[config.mk]
export PLATFORM = sky130hd
export DESIGN_NAME = trinity_link_rx
export DESIGN_NICKNAME = d
export VERILOG_FILES = /design/src/rtl/trinity_link_pkg.sv /design/src/rtl/trinity_link_fifo.sv /design/src/rtl/trinity_link_rx.sv
export SDC_FILE = /design/constraint.sdc
export NUM_CORES = 1
export LEC_CHECK = 0
export CORE_UTILIZATION = 40
export CTS_CLUSTER_DIAMETER = 60
export DETAILED_ROUTE_END_ITERATION = 16
export GPL_TIMING_DRIVEN = 0
export PLACE_DENSITY = 0.64
export SLEW_MARGIN = 20
export SYNTH_ARGS = -nofsm -noshare
export SYNTH_HDL_FRONTEND = slang
export SYNTH_SLANG_ARGS = --single-unit
[constraint.sdc]
create_clock -name sys_clk -period 9.2 [get_ports sys_clk]
set_input_delay 2.76 -clock sys_clk [delete_from_list [all_inputs] [get_ports sys_clk]]
set_output_delay 2.76 -clock sys_clk [all_outputs]
set_load 0.1 [all_outputs]
[src/rtl/trinity_link_pkg.sv]
// trinity_link_pkg: shared constants, header field slices and FSM states for the link receiver
package trinity_link_pkg;

    localparam logic [7:0] SOF = 8'hA5;
    localparam int LEN_MSB = 3;
    localparam int LEN_LSB = 0;
    localparam int TAG_MSB = 7;
    localparam int TAG_LSB = 4;

    typedef enum logic [2:0] {
        S_IDLE,
        S_HDR,
        S_PAY,
        S_CSUM,
        S_DROP
    } state_e;

endpackage

[src/rtl/trinity_link_fifo.sv]
// trinity_link_fifo: 9-bit FIFO whose writes stay invisible to the reader until committed
module trinity_link_fifo #(
    parameter int DEPTH = 16,
    localparam int AW = $clog2(DEPTH)
) (
    input  logic        clk,
    input  logic        rst,
    input  logic        wr_en,
    input  logic [8:0]  wr_data,
    input  logic        commit,
    input  logic        rollback,
    input  logic        rd_en,
    output logic [8:0]  rd_data,
    output logic [AW:0] free_count,
    output logic        valid
);

    logic [8:0]  mem_q [DEPTH];
    logic [AW:0] wr_spec_q;
    logic [AW:0] wr_commit_q;
    logic [AW:0] rd_q;

    // payload storage, written speculatively at wr_spec
    always_ff @(posedge clk) begin
        if (wr_en) mem_q[wr_spec_q[AW-1:0]] <= wr_data;
    end

    // speculative, committed and read pointers; rollback rewinds to the last commit
    always_ff @(posedge clk) begin
        if (rst) begin
            wr_spec_q   <= '0;
            wr_commit_q <= '0;
            rd_q        <= '0;
        end else begin
            if (wr_en) wr_spec_q <= wr_spec_q + 1'b1;
            else if (rollback) wr_spec_q <= wr_commit_q;
            if (commit) wr_commit_q <= wr_spec_q;
            if (rd_en && valid) rd_q <= rd_q + 1'b1;
        end
    end

    assign valid      = wr_commit_q != rd_q;
    assign rd_data    = valid ? mem_q[rd_q[AW-1:0]] : '0;
    assign free_count = (AW+1)'(DEPTH) - (wr_spec_q - rd_q);

endmodule

[src/rtl/trinity_link_rx.sv]
// trinity_link_rx: frames the neighbour link byte stream and releases only checksum-clean payloads
module trinity_link_rx
    import trinity_link_pkg::*;
#(
    parameter int FIFO_DEPTH = 16,
    parameter int MAX_LEN    = 8
) (
    input  logic       sys_clk,
    input  logic       sys_rst,
    input  logic [7:0] link_in,
    output logic [7:0] rx_data,
    output logic       rx_last,
    output logic       rx_valid,
    input  logic       rx_ready,
    output logic [7:0] frame_ok_cnt,
    output logic [7:0] frame_err_cnt,
    output logic       busy
);

    localparam int AW = $clog2(FIFO_DEPTH);

    state_e      state_q, state_d;
    logic [3:0]  len_q, len_d;
    logic [3:0]  cnt_q, cnt_d;
    logic [7:0]  xor_q, xor_d;
    logic [7:0]  ok_q, err_q;
    logic        wr_en, commit, rollback, ok_inc, err_inc;
    logic [3:0]  hdr_len;
    logic [8:0]  rd_data;
    logic [AW:0] free_count;

    assign hdr_len = link_in[LEN_MSB:LEN_LSB];

    trinity_link_fifo #(.DEPTH(FIFO_DEPTH)) u_fifo (
        .clk        (sys_clk),
        .rst        (sys_rst),
        .wr_en      (wr_en),
        .wr_data    ({cnt_q == len_q, link_in}),
        .commit     (commit),
        .rollback   (rollback),
        .rd_en      (rx_ready),
        .rd_data    (rd_data),
        .free_count (free_count),
        .valid      (rx_valid)
    );

    // state, frame bookkeeping and saturating frame counters
    always_ff @(posedge sys_clk) begin
        if (sys_rst) begin
            state_q <= S_IDLE;
            len_q   <= '0;
            cnt_q   <= '0;
            xor_q   <= '0;
            ok_q    <= '0;
            err_q   <= '0;
        end else begin
            state_q <= state_d;
            len_q   <= len_d;
            cnt_q   <= cnt_d;
            xor_q   <= xor_d;
            if (ok_inc && ok_q != 8'hFF) ok_q <= ok_q + 1'b1;
            if (err_inc && err_q != 8'hFF) err_q <= err_q + 1'b1;
        end
    end

    // frame parser: header validation, space check, payload write and checksum verdict
    always_comb begin
        state_d  = state_q;
        len_d    = len_q;
        cnt_d    = cnt_q;
        xor_d    = xor_q;
        wr_en    = 1'b0;
        commit   = 1'b0;
        rollback = 1'b0;
        ok_inc   = 1'b0;
        err_inc  = 1'b0;
        case (state_q)
            S_IDLE: if (link_in == SOF) state_d = S_HDR;
            S_HDR: begin
                len_d = hdr_len;
                if (hdr_len == 4'd0 || int'(hdr_len) > MAX_LEN) begin
                    err_inc = 1'b1;
                    state_d = S_IDLE;
                end else if (int'(free_count) < int'(hdr_len)) begin
                    err_inc = 1'b1;
                    cnt_d   = hdr_len;
                    state_d = S_DROP;
                end else begin
                    cnt_d   = 4'd1;
                    xor_d   = link_in;
                    state_d = S_PAY;
                end
            end
            S_PAY: begin
                wr_en = 1'b1;
                xor_d = xor_q ^ link_in;
                cnt_d = cnt_q + 1'b1;
                if (cnt_q == len_q) state_d = S_CSUM;
            end
            S_CSUM: begin
                commit   = link_in == xor_q;
                rollback = !commit;
                ok_inc   = commit;
                err_inc  = rollback;
                state_d  = S_IDLE;
            end
            S_DROP: begin
                cnt_d = cnt_q - 1'b1;
                if (cnt_q == 4'd0) state_d = S_IDLE;
            end
            default: state_d = S_IDLE;
        endcase
    end

    assign rx_data       = rd_data[7:0];
    assign rx_last       = rd_data[8];
    assign frame_ok_cnt  = ok_q;
    assign frame_err_cnt = err_q;
    assign busy          = state_q != S_IDLE;

endmodule

==> results of run 1 <==
==> metal layers <==
layer  global-route usage  share of wire
met5                    0              0
met3              0.04012          0.055
met2               0.2854           0.49
met4              0.05206         0.0093
met1               0.2373           0.44
==> power by group through the flow <==
stage / Clock, mW / Combinational [mW] / Sequential (mW)
finish: 0.755 / 0.0320 / 0.954
global route: 0.801 / 0.0351 / 0.954
CTS: 0.765 / 0.0322 / 0.954
detailed placement: 0 / 0.0321 / 0.975
global placement: 0 / 0.0302 / 0.975
floorplan: 0 / 0.0122 / 0.975
==> per-stage QoR <==
stage               setup slack [ns]  power (mW)  std cells  hold slack (ns)    util
finish                         2.492       1.741        917           0.4762  0.4801
global route                   2.356       1.790        917           0.5021  0.4801
CTS                            2.508       1.751        917           0.4796  0.4800
detailed placement             2.929       1.007        885           0.4697  0.4505
global placement               3.018       1.005        879           0.4636  0.4469
floorplan                      3.697      0.9868        573           0.4478       -
==> area by class of cell <==
type,instances,area share
flip-flops and latches,198,0.5493
repair buffers,42,0.04133
inverters,15,0.005722
clock buffers,17,0.04323
clock inverters,15,0.01818
multi-input cells,331,0.2949
plain buffers,29,0.01297
well taps,270,0.03433
==> cells in the mapped netlist, types with 2 or more instances <==
cell type / n / area (um^2)
a211oi_1: 2 / 15.01
a21o_1: 2 / 15.01
a21oi_1: 29 / 145.1
a31oi_1: 12 / 75.07
and3_1: 5 / 31.28
and4b_1: 2 / 20.02
buf_2: 9 / 45.04
clkbuf_1: 18 / 67.56
dfxtp_1: 54 / 1081
edfxtp_1: 144 / 4324
fa_1: 2 / 40.04
ha_1: 19 / 237.7
inv_1: 15 / 56.30
mux2i_1: 9 / 90.09
mux4_2: 45 / 1013
nand2_1: 25 / 93.84
nand3_1: 7 / 35.03
nand4_1: 9 / 56.30
nor2_1: 55 / 206.5
nor2b_1: 11 / 68.82
nor3_1: 11 / 55.05
nor4_1: 3 / 18.77
o21ai_0: 18 / 90.09
o21ai_2: 2 / 17.52
or2_2: 3 / 18.77
or3_1: 4 / 25.02
or3_2: 2 / 15.01
xnor2_1: 19 / 166.4
xor2_1: 17 / 148.9
==> kinds of logic after synthesis <==
group,Yosys count,share of synthesized area
and+or+nand+nor,145,0.08606
adders and majority gates,21,0.03283
xor gates and xnor gates,36,0.03726
muxes,54,0.1304
DFF,198,0.6388
buffers and inverters,44,0.02173
AOI/OAI and AO/OA,75,0.05294
==> worst register-to-register path: cells and delay by family, from the launching register on <==
family	cells	cell delay [ns]
XOR/XNOR	1	0.18
adder cells (fa/ha/maj)	3	1.06
AO/OA/AOI/OAI	4	0.73
buffers and inverters	2	0.56
flip-flops	1	0.31
AND/OR/NAND/NOR	2	0.81
==> final timing paths <==
kind / startpoint / endpoint / slack (ns)
setup / recovery: flop / rx_data[6] / 2.49
hold / removal: len_q[3] / len_q[3] / 0.48
setup reg to reg: u_fifo.wr_spec_q[2] / cnt_q[0] / 5.42
hold reg to reg: len_q[3] / len_q[3] / 0.48
==> flip-flops by register name, indices dropped and copies added (netlist names), named ones only <==
name,cells
u_fifo.mem_q,144
cnt_q,4
xor_q,8
len_q,4
state_q,3
frame_err_cnt,8
u_fifo.rd_q,5
frame_ok_cnt,8
u_fifo.wr_commit_q,5
u_fifo.wr_spec_q,5
==> cell usage in the layout (no fill, tap or decap), types with 3 or more instances in the layout <==
cell             instances
edfxtp_1               144
nor2_1                  54
dfxtp_1                 54
mux4_2                  45
clkdlybuf4s50_1         36
a21oi_1                 29
nand2_1                 25
xnor2_1                 19
ha_1                    19
clkbuf_1                18
o21ai_0                 18
xor2_1                  17
clkbuf_16               17
inv_1                   15
a31oi_1                 12
nor2b_1                 11
buf_2                   10
nand4_1                  9
mux2i_1                  9
nand3_1                  7
nor3_1                   7
nor3_2                   5
and3_1                   5
inv_8                    5
or3_1                    4
buf_4                    4
or2_2                    3
clkinv_4                 3
inv_6                    3
==> summary.md, run 1 <==
| Metric | Value |
|---|---|
| Slowest stage cell, crit path | clkdlybuf4s50_1 |
| FF/Latch Area | 0.005405 mm^2 |
| # H-tree levels | 4 |
| Synthesized netlist cell count | 573 |
| Maximum clock insertion buffer count | 2 |
| Tcrit/Tclk final | 0.7292 |
| IR drop worst, VDD | 0.1266 mV |
| Setup Skew | 0.01166 ns |
| Avg Vias per Cell | 5.475 |
| CP arrival | 3.95 ns |
| Psw | 0.3868 mW |
| RSZ-0062 raised after global routing | false |
| Drt pass-1 iters | 5 |
| Port-buffer cells | 36 |
| Final setup violation count | 0 |
| Pwr/cell area | 176.9 mW/mm^2 |
| Achievable frequency | 149.1 MHz |
| CTS tree | built |
| Crit end category | primary output |
| Fraction of layout cells with a size suffix above 1 | 0.1762 |
| ANT nets after route | 0 |
| Vias | 5021 |
| Internal power | 1.354 mW |
| Clk pwr share | 0.433 |
| Post-synthesis sequential area ratio | 0.6388 |
| Gr usage total | 0.1761 |
| Hold/Removal Path Class | reg -> reg |
| Initial Util | 0.4129 |
| Flops & latches, synth | 198 |
| Drt total wl | 17980 um |
| Vias in the first global route | 5053 |
| FP Rows | 52 |
| Gpl congestion | 0.7844 |
| Synth cell types | 49 |
| CTS root buf | clkbuf_16 |
| Diodes inserted | 0 |
| Crit-path max cell delay | 0.99 ns |
| Synth-to-layout area growth | 16.28% |
| Placed cell areas | 0.009233 mm^2 |
| Slew HR | 0.3253 |
| Ys async rst share | 0 |
| Core Box Area | 0.02049 mm^2 |
| Die Span Y | 147.4 um |
| Seq pwr share | 0.548 |
| Actual slew at the worst max-slew pin | 1.008 ns |
| YS warnings | 0 |
| Setup bufs post-CTS | 0 |
| Critical Path Start Type | flop |
| Post-synthesis cell area | 0.008462 mm^2 |
| Avg Inst Size Synth | 14.77 um^2 |
| Cts repair resizes | 0 |
| Hold Violations, Final | 0 |
| Fin area | 0.009839 mm^2 |
| Max_cap viols | 0 |
| Die area | 0.02174 mm^2 |
| Sw frac | 0.2222 |
| Crit path required time | 6.44 ns |
| Result of the run | completed |
| IO Count | 38 |
| Clk sinks | 198 |
| Combinational fraction of design power | 0.018 |
| WL/cell | 19.61 um |
| Global-route wire length before repair | 28340 um |
| Crit path cell chain | clkbuf_1 > clkbuf_1 > mux4_2 > mux4_2 > nor2b_1 > clkdlybuf4s50_1 |
| Top FF cell, synth | edfxtp_1 |
| Number of CTS-inserted buffers | 17 |
| Drc violations | 0 |
| Reg2Reg Depth | 12 |
| Max FO, Critical Path | 10 |
| Hold path depth | 2 |
| FILL cells | 1734 |
| Clock transition at path regs | 0.07 ns |
| Number of antenna violations at the first check in global routing | 0 |
| EDFF count, synth | 144 |
| Number of DRC markers in iteration 0 | 409 |
| Leakage power | 3.191 nW |
| Die width | 147.4 um |
| Skew-Pair Late Insertion Delay | 0.44 ns |
| Detailed placer's ending HPWL | 11860 um |
| WP depth | 6 |
| Total overflow reported by the global router | 0 |
| Syn Nets | 605 |
| Largest net degree at the start of global routing | 23 |
| Final nets | 666 |
| Period minus WS final | 6.708 ns |
| Area of the multi-input gates | 0.002902 mm^2 |
| Crit Path Class | reg -> out |
| CTS Hold Bufs | 0 |
| Setup TNS | 0 ns |
| Critical path's top delay family | buffers and inverters |
| CP bufs+invs | 3 |
| Fin. max-slew vios | 0 |
Note: power is estimated with default switching activity, not from simulation.
==> run 2, diff against run 1 <==
Clock period 9.2 ns to 6.9 ns, I/O delays scaled along.
==> results of run 2 <==
Same layout as run 1 (identical final DEF). Status: completed.
Among the figures that moved: setup slack after placement 2.929 ns -> 1.319 ns; setup slack after layout 2.492 ns -> 0.8816 ns; register-to-register setup slack 5.42 ns -> 3.12 ns; total power 1.741 mW -> 2.321 mW; worst IR drop on VDD 0.1266 mV -> 0.1688 mV
